--- config.mk ---
export PLATFORM = sky130hd
export DESIGN_NAME = semi_cell_sequencer
export DESIGN_NICKNAME = d
export VERILOG_FILES = /design/src/rtl/semi_pkg.sv /design/src/rtl/semi_row_tracker.sv /design/src/rtl/semi_cell_sequencer.sv
export SDC_FILE = /design/constraint.sdc
export NUM_CORES = 1
export LEC_CHECK = 0
export BUFFER_PORTS_ARGS = -buffer_cell sky130_fd_sc_hd__buf_4
export CORE_ASPECT_RATIO = 0.8
export CORE_MARGIN = 8
export CORE_UTILIZATION = 50
export CTS_CLUSTER_DIAMETER = 30
export DETAILED_ROUTE_END_ITERATION = 8
export PLACE_DENSITY_LB_ADDON = 0.08
export SYNTH_ARGS = -nofsm -noshare
export SYNTH_HDL_FRONTEND = slang
export SYNTH_HIERARCHICAL = 1
export SYNTH_SLANG_ARGS = --single-unit
--- constraint.sdc ---
create_clock -name Clk -period 2.7 [get_ports Clk]
set_input_delay 0.54 -clock Clk [delete_from_list [all_inputs] [get_ports Clk]]
set_output_delay 0.54 -clock Clk [all_outputs]
set_load 0.02 [all_outputs]
--- src/rtl/semi_pkg.sv ---
// semi_pkg: shared types and constants for the semigraphics cell sequencer.
//   - fetch_state_t : prefetch FSM states (IDLE / REQ / FULL)
//   - DEF_CELL_PIX, DEF_CELL_ROWS : default cell geometry
//   - SG4/SG6 segment boundaries (first row of each block row above 0)
package semi_pkg;

  typedef enum logic [1:0] {
    S_IDLE = 2'd0,
    S_REQ  = 2'd1,
    S_FULL = 2'd2
  } fetch_state_t;

  localparam int DEF_CELL_PIX  = 8;
  localparam int DEF_CELL_ROWS = 12;

  // SG4: two block rows, split at row 6
  localparam logic [3:0] SG4_SPLIT  = 4'd6;
  // SG6: three block rows, split at rows 4 and 8
  localparam logic [3:0] SG6_SPLIT0 = 4'd4;
  localparam logic [3:0] SG6_SPLIT1 = 4'd8;

endpackage

--- src/rtl/semi_row_tracker.sv ---
// semi_row_tracker: scan line within the character row and block segment decode.
//   clk, rst_n   : clock, async active-low reset
//   field_start  : start of active field, row -> 0 and arms first-line skip
//   line_start   : first pixel of an active line, advances the row
//   sel          : registered SG6(1)/SG4(0) select of the current cell
//   row          : scan line within the cell, 0..CELL_ROWS-1
//   seg          : block row index for the SG4/SG6 generators (0..2)
module semi_row_tracker
  import semi_pkg::*;
#(
  parameter int CELL_ROWS = DEF_CELL_ROWS
) (
  input  logic       clk,
  input  logic       rst_n,
  input  logic       field_start,
  input  logic       line_start,
  input  logic       sel,
  output logic [3:0] row,
  output logic [1:0] seg
);

  localparam logic [3:0] ROW_LAST = 4'(CELL_ROWS - 1);

  logic first_line;

  // The first line of a field is already row 0, so its LineStart must not
  // advance the row; first_line swallows exactly that one pulse.
  always_ff @(posedge clk or negedge rst_n) begin
    if (!rst_n) begin
      row        <= '0;
      first_line <= 1'b1;
    end else if (field_start) begin
      row        <= '0;
      first_line <= ~line_start;
    end else if (line_start) begin
      if (first_line) first_line <= 1'b0;
      else            row        <= (row == ROW_LAST) ? 4'd0 : row + 4'd1;
    end
  end

  always_comb begin
    seg = 2'd0;
    if (sel) begin
      if      (row >= SG6_SPLIT1) seg = 2'd2;
      else if (row >= SG6_SPLIT0) seg = 2'd1;
    end else if (row >= SG4_SPLIT) begin
      seg = 2'd1;
    end
  end

endmodule

--- src/rtl/semi_cell_sequencer.sv ---
// semi_cell_sequencer: per-cell display byte fetch for the semigraphics path.
//   Clk, nReset      : clock, async active-low reset
//   PixEn            : one pulse per pixel
//   LineStart        : first pixel of an active line (forces a cell load)
//   FieldStart       : start of active field (row reset, clears Underrun)
//   VData, InE       : fetched byte and INT/EXT select, valid with ByteAck
//   ByteAck          : memory response to ByteReq
//   ByteReq          : level request for the next byte (one-deep prefetch)
//   CellByte, SelE   : byte and select of the cell being displayed
//   PixCol           : pixel column within the cell
//   RowInCell        : scan line within the cell
//   Segment          : block row index for the SG4/SG6 generators
//   Underrun         : sticky, a load found no byte available
module semi_cell_sequencer
  import semi_pkg::*;
#(
  parameter int CELL_PIX  = DEF_CELL_PIX,
  parameter int CELL_ROWS = DEF_CELL_ROWS
) (
  input  logic       Clk,
  input  logic       nReset,
  input  logic       PixEn,
  input  logic       LineStart,
  input  logic       FieldStart,
  input  logic [7:0] VData,
  input  logic       InE,
  input  logic       ByteAck,
  output logic       ByteReq,
  output logic [7:0] CellByte,
  output logic       SelE,
  output logic [2:0] PixCol,
  output logic [3:0] RowInCell,
  output logic [1:0] Segment,
  output logic       Underrun
);

  localparam logic [2:0] COL_LAST = 3'(CELL_PIX - 1);

  fetch_state_t state;
  logic         armed;
  logic [7:0]   fbuf_byte;
  logic         fbuf_sel;
  logic         cell_load;

  assign cell_load = LineStart | (PixEn & (PixCol == COL_LAST));

  // Underrun is cleared by FieldStart but a load failing in the same cycle
  // sets it again (later assignment wins), so a real underrun is never lost.
  always_ff @(posedge Clk or negedge nReset) begin
    if (!nReset) begin
      state     <= S_IDLE;
      armed     <= 1'b0;
      ByteReq   <= 1'b0;
      fbuf_byte <= '0;
      fbuf_sel  <= 1'b0;
      CellByte  <= '0;
      SelE      <= 1'b0;
      PixCol    <= '0;
      Underrun  <= 1'b0;
    end else begin
      if (cell_load)  PixCol <= '0;
      else if (PixEn) PixCol <= PixCol + 3'd1;

      if (FieldStart) Underrun <= 1'b0;

      case (state)
        // First edge after reset release only arms; the request goes out on
        // the second edge. A load here has nothing to show.
        S_IDLE: begin
          armed <= 1'b1;
          if (armed) begin
            state   <= S_REQ;
            ByteReq <= 1'b1;
          end
          if (cell_load) begin
            CellByte <= '0;
            SelE     <= 1'b0;
            Underrun <= 1'b1;
          end
        end
        S_REQ: begin
          if (cell_load) begin
            // Buffer empty: bypass a same-cycle ack, otherwise blank the cell.
            // The request stays up either way.
            if (ByteAck) begin
              CellByte <= VData;
              SelE     <= InE;
            end else begin
              CellByte <= '0;
              SelE     <= 1'b0;
              Underrun <= 1'b1;
            end
          end else if (ByteAck) begin
            fbuf_byte <= VData;
            fbuf_sel  <= InE;
            state     <= S_FULL;
            ByteReq   <= 1'b0;
          end
        end
        S_FULL: begin
          if (cell_load) begin
            CellByte <= fbuf_byte;
            SelE     <= fbuf_sel;
            state    <= S_REQ;
            ByteReq  <= 1'b1;
          end
        end
        default: begin
          state   <= S_IDLE;
          ByteReq <= 1'b0;
        end
      endcase
    end
  end

  semi_row_tracker #(.CELL_ROWS(CELL_ROWS)) u_row (
    .clk         (Clk),
    .rst_n       (nReset),
    .field_start (FieldStart),
    .line_start  (LineStart),
    .sel         (SelE),
    .row         (RowInCell),
    .seg         (Segment)
  );

endmodule

### Word-level counts from Yosys, hierarchy flattened

Cells that the tools add are included.

| storage, ports and cells | value |
|---|---|
| output and inout port bits | 20 |
| input port bits | 15 |
| register bits after elaboration | 31 |

| operators by class | value |
|---|---|
| $lt $le $gt $ge | 3 |
| bitwise gates (word level) | 4 |
| multiplexer cells | 37 |
| reduce and logical (&&, ||, !) cells | 8 |
| eq/ne operators | 11 |
| add/subtract/negate cells | 2 |

Operator list:

| kind | number |
|---|---|
| 8-bit two-way mux | 4 |
| 8-bit case mux with 3 select lines | 1 |
| 1-bit two-way mux | 16 |
| 4-bit two-way mux | 4 |
| 2-bit != test (second input constant) | 7 |
| 2-bit two-way mux | 6 |
| 4-bit by 3-bit >= comparator with 1-bit output (second input constant) | 2 |
| 4-bit AND reduction | 2 |
| 3-bit two-way mux | 2 |
| 1-bit case mux with 3 select lines | 2 |
| 2-bit case mux with 3 select lines | 1 |
| 4-bit by 1-bit adder with 4-bit output (second input constant) | 1 |
| 4-bit equality test (second input constant) | 1 |
| 4-bit >= comparator (second input constant) | 1 |
| 2-bit nonzero test | 2 |
| 3-bit by 1-bit adder with 3-bit output (second input constant) | 1 |
| 3-bit equality test (second input constant) | 1 |
| 3-bit AND reduction | 1 |
| 3-bit nonzero test | 1 |
| 2-bit by 1-bit equality test with 1-bit output (second input constant) | 1 |
| 2-bit equality test (second input constant) | 1 |
| 2-bit logical NOT | 1 |
| 1-bit NOT | 2 |
| 1-bit case mux with 2 select lines | 1 |
| other kinds (3) | 3 |

### Logic depth before layout (Yosys ltp)

| logic depth | value |
|---|---|
| depth after elaboration | 5 |
| depth in mapped cells | 7 |
| mapped depth without buffers | 6 |

### By module

The synthesis kept the hierarchy.

By module, submodules not included:

| module | seq. area each (µm²) | instances | area an instance (µm²) | cells an instance |
|---|---|---|---|---|
| semi_cell_sequencer | 650.6 | 1 | 1,256.2 | 106 |
| semi_row_tracker | 126.4 | 1 | 286.5 | 31 |

### Worst setup path before layout

Ideal clock, no wire load.

| timing path | value |
|---|---|
| path kind | register to register |
| from | reg PixCol[0] |
| to | reg fbuf_byte[0] |
| stages on the path, launching flop included | 7 |
| period minus slack after synthesis | 1.780 ns |
| data arrival time | 1.654 ns |
| path slack | 0.920 ns |
| path through | dfrtp_1 > ha_1 > ha_1 > a21oi_1 > and2_4 > buf_6 > mux2_4 |

| between the ends | value |
|---|---|
| longest elaborated chain between the ends | 5 |

RTL lines:

| what | RTL line | source |
|---|---|---|
| from (decl) | semi_cell_sequencer.sv:31 | `output logic [2:0] PixCol,` |
| from (signal assigned) | semi_cell_sequencer.sv:62 | `else if (PixEn) PixCol <= PixCol + 3'd1;` |
| 3-bit equality test | semi_cell_sequencer.sv:45 | `assign cell_load = LineStart \| (PixEn & (PixCol == COL_LAST));` |
| 1-bit bitwise AND | semi_cell_sequencer.sv:45 |  |
| 1-bit bitwise OR | semi_cell_sequencer.sv:45 |  |
| 1-bit NOT (no line) | -- |  |
| 3-bit AND reduction (no line) | -- |  |
| to (signal assigned) | semi_cell_sequencer.sv:94 | `fbuf_byte <= VData;` |
| to (decl) | semi_cell_sequencer.sv:41 | `logic [7:0] fbuf_byte;` |

Every way passes these cells.
A chain may end at the register's enable or synchronous reset.

### Worst setup path after layout

| timing path | value |
|---|---|
| from | reg state[0] |
| to | reg CellByte[1] |

| between the ends | value |
|---|---|
| longest elaborated chain between the ends | 3 |
| elaborated cells on any way between the ends | 9 |

RTL lines:

| what | RTL line | source |
|---|---|---|
| from (decl) | semi_cell_sequencer.sv:39 | `fetch_state_t state;` |
| from (signal assigned) | semi_cell_sequencer.sv:51 | `state <= S_IDLE;` |
| from (signal assigned) | semi_cell_sequencer.sv:72 | `state <= S_REQ;` |
| from (signal assigned) | semi_cell_sequencer.sv:96 | `state <= S_FULL;` |
| 2-bit by 1-bit equality test with 1-bit output (tied with other cells) | semi_cell_sequencer.sv:66 | `case (state)` |
| 2-bit != test (no line) / 3-bit nonzero test (equally long branches) | -- |  |
| 4-bit AND reduction (no line) | -- |  |
| to (signal assigned) | semi_cell_sequencer.sv:86 | `CellByte <= VData;` |
| to (signal assigned) | semi_cell_sequencer.sv:102 | `CellByte <= fbuf_byte;` |
| to (decl) | semi_cell_sequencer.sv:29 | `output logic [7:0] CellByte,` |

Several ways; a longest one is shown, not always the timed one.

==> flow_metrics.py <==
metrics = {
    "clocking": {
        "clockBufferDepth": 2,
        "post-cts-setup-buffers": 0,
        "clock_sinks": 31,
        "clk_pin_slew_ns": 0.06,
        "cts_resized": 0,
        "ctsHoldBuffers": 0,
        "clock_latency_ns": 0.29,
        "root_buffer": "clkbuf_8",
        "cts_tree": "done",
        "cts_buffers": 5,
        "htreeDepth": 2,
    },
    "logic_synthesis": {
        "syn_area_per_cell_sq_um": 11.3,
        "ys.flop_type": "dfrtp_1",
        "syn_nets": 160,
        "synthTopCellsByArea": "dfrtp_1 49%, mux2_4 8.8%, ha_1 6.5%, a22oi_1 4.4%, o21ai_1 3.6%",
        "ys_ff_latch": 31,
        "async_flop_share_pct": 100,
        "synth.distinct_cells": 34,
        "netlist_area_sq_um": 1540,
        "synth_edf_count": 0,
        "yosys.cell_count.top_type": "dfrtp_1",
        "synth_top_cell_by_area": "dfrtp_1",
        "ys_top_cells_by_count": "30 x dfrtp_1, 12 x nand2_1, 11 x o21ai_1",
        "syn-instance-count": 137,
        "yosys_warnings": 6,
        "synth_top_area_share_pct": 48.7,
        "synth-seq-area-share_pct": 50.4,
    },
    "placed_design": {
        "hpwl_um": 2300,
        "gp_congestion": 0.768,
        "place_ws_ns": 0.879,
        "place_inst": 206,
        "port_buffers": 34,
    },
    "global_routing": {
        "use_met2_pct": 20.3,
        "grt_pass1_wl_um": 5370,
        "grt_overflow": 0,
        "grt_max_degree": 32,
        "grt.total_usage_pct": 13.5,
        "grtUsageMet3_pct": 7.22,
        "antenna_found_initial": 0,
        "grt_pass1_vias": 1085,
        "grt.met1_usage_pct": 16.4,
        "gr-max-usage-layer": "met2",
    },
    "setup_path": {
        "start_kind": "register",
        "max_stage_delay_ns": 0.50,
        "path_class": "register to register",
        "critical_path.cell_chain": "inv_1 -> ha_1 -> nor3_1 -> o21ai_2 -> o21ai_1",
        "crit_required_ns": 2.85,
        "critPathCaptureType": "register",
        "r2r-start": "state[0]",
        "arrival_ns": 2.00,
        "crit_slowest_cell": "ha_1",
        "crit_path_start": "state[0]",
        "crit_fanout": 14,
    },
    "sta": {
        "tightest_slew_ns": 0.521,
        "rsz0062_at_grt": "false",
        "setup_viol": 0,
        "hold_violations": 0,
        "finClkSkew_ns": 0.00813,
        "min_period_ns": 1.84,
        "maxSlewViolCount": 0,
        "fmax_mhz": 542,
        "post-route-period-util_pct": 68.3,
        "setup_ws_ns": 0.856,
        "slew_headroom_pct": 65.3,
        "setup_tns_ns": 0,
    },
    "route": {
        "drt_iter0_drc": 55,
        "ant_nets": 0,
        "drc_errors": 0,
        "wl_per_cell_um": 15.4,
        "routed_via_density": 5.23,
        "via_count": 1119,
        "dr.pass1.iters": 4,
        "wirelength_um": 3300,
    },
    "power": {
        "power_frac_comb_pct": 40.1,
        "vdd_drop_max_mv": 0.735,
        "internal_power_uw": 1300,
        "leakagePower_uw": 0.000908,
        "swShare_pct": 35.6,
        "switching_power_uw": 721,
        "power.total_uw": 2020,
        "clock_power_share_pct": 23.4,
        "p_seq_share_pct": 36.4,
        "powerDensity_nw_per_um2": 1050,
    },
    "hold_path": {
        "hp-class": "input port to asynchronous set/reset pin",
    },
    "die": {
        "pin_count": 35,
        "fp.dieW_um": 78.1,
        "die-height_um": 65.7,
        "design.core.area_sq_um": 3020,
        "rows": 18,
        "dieArea_sq_um": 5130,
        "initial_core_util_pct": 51.1,
    },
    "finish": {
        "final-instance-count-excl-fill": 214,
        "fin_nets": 196,
        "synthToLayoutAreaGrowth_pct": 25.1,
        "fill_cells": 257,
        "diodes": 0,
        "drive_above_1_share_pct": 33.9,
    },
    "job": {
        "drv_cap": 0,
    },
    "run_status": {
        "status": "finished, final reports clean",
    },
}
-- routing by layer --
metal / part of all wire (%) / up-vias / wire, um
met5: 0 / - / 0
met4: 0 / 0 / 0
met3: 6.5 / 0 / 213
met1: 48 / 533 / 1570
li1: - / 553 / -
met2: 46 / 33 / 1510
-- kinds of logic after synthesis --
group / count (synthesis) / share of synthesized area (%)
buf+inv: 13 / 4.30
flops: 31 / 50.4
xor+xnor: 1 / 0.568
fa+ha+maj: 8 / 6.49
mux: 12 / 10.7
simple gates: 33 / 10.8
compound gates: 39 / 16.8
-- metrics by stage --
step,area [sq um],utilization (%),hold WS [ns]
after global placement,1810,60.0,0.453
after detailed placement,1810,60.0,0.455
after global routing,1930,63.9,0.201
final,1930,63.9,0.177
after floorplan,1540,-,0.244
after CTS,1930,63.9,0.187
-- state kept, by name, indices dropped and copies added (netlist names), 2 cells and up --
register,cells
u_row/row,4
PixCol,3
CellByte,8
fbuf_byte,8
state,2
-- area by class of cell --
class	count	area, sq um	share of cell area, %
Sequential cell	31	777	40.3
Multi-Input combinational cell	93	699	36.3
Timing Repair Buffer	34	255	13.2
Clock buffer	6	82.6	4.28
Tap cell	40	50.0	2.59
Clock inverter	2	35.0	1.82
Inverter	8	30.0	1.56
-- path summary, 6_finish.rpt --
kind,to,slack (ns),cells past startpoint
max,CellByte[1],0.86,5
min,Underrun,0.18,1
max reg2reg,CellByte[1],0.86,5
min reg2reg,armed,0.48,1
max in group asynchronous,u_row/first_line,2.19,1
min in group Clk,u_row/first_line,0.42,2
-- placed cells by master (no fill, tap or decap), types with 2 or more instances in the layout --
| master | Yosys | final |
|---|---|---|
| a22oi_1 | 9 | 9 |
| o21ai_1 | 11 | 11 |
| mux2i_1 | 3 | 3 |
| nor3_1 | 2 | 2 |
| buf_4 | 0 | 34 |
| inv_1 | 8 | 8 |
| nor2b_1 | 2 | 2 |
| ha_1 | 8 | 8 |
| dfrtp_1 | 30 | 30 |
| and2_4 | 2 | 2 |
| nand2_1 | 12 | 12 |
| nor2_1 | 8 | 8 |
| o21ai_0 | 4 | 4 |
| a21oi_1 | 7 | 7 |
| clkbuf_8 | 0 | 6 |
| mux2_4 | 9 | 9 |
-- power groups by stage --
stage               clock network [uW]  registers (uW)  logic [uW]
finish                             474             737         812
global route                       511             756         885
CTS                                488             737         818
detailed placement                   0             743         811
global placement                     0             734         800
floorplan                            0             822         473
-- critical path: cells and delay by family (launching register included) --
family / cells / cell delay (ns)
buf+inv: 1 / 0.11
compound gates: 2 / 0.50
fa+ha+maj: 1 / 0.50
flops: 1 / 0.40
simple gates: 1 / 0.19
Power figures use the tool's default switching activity.
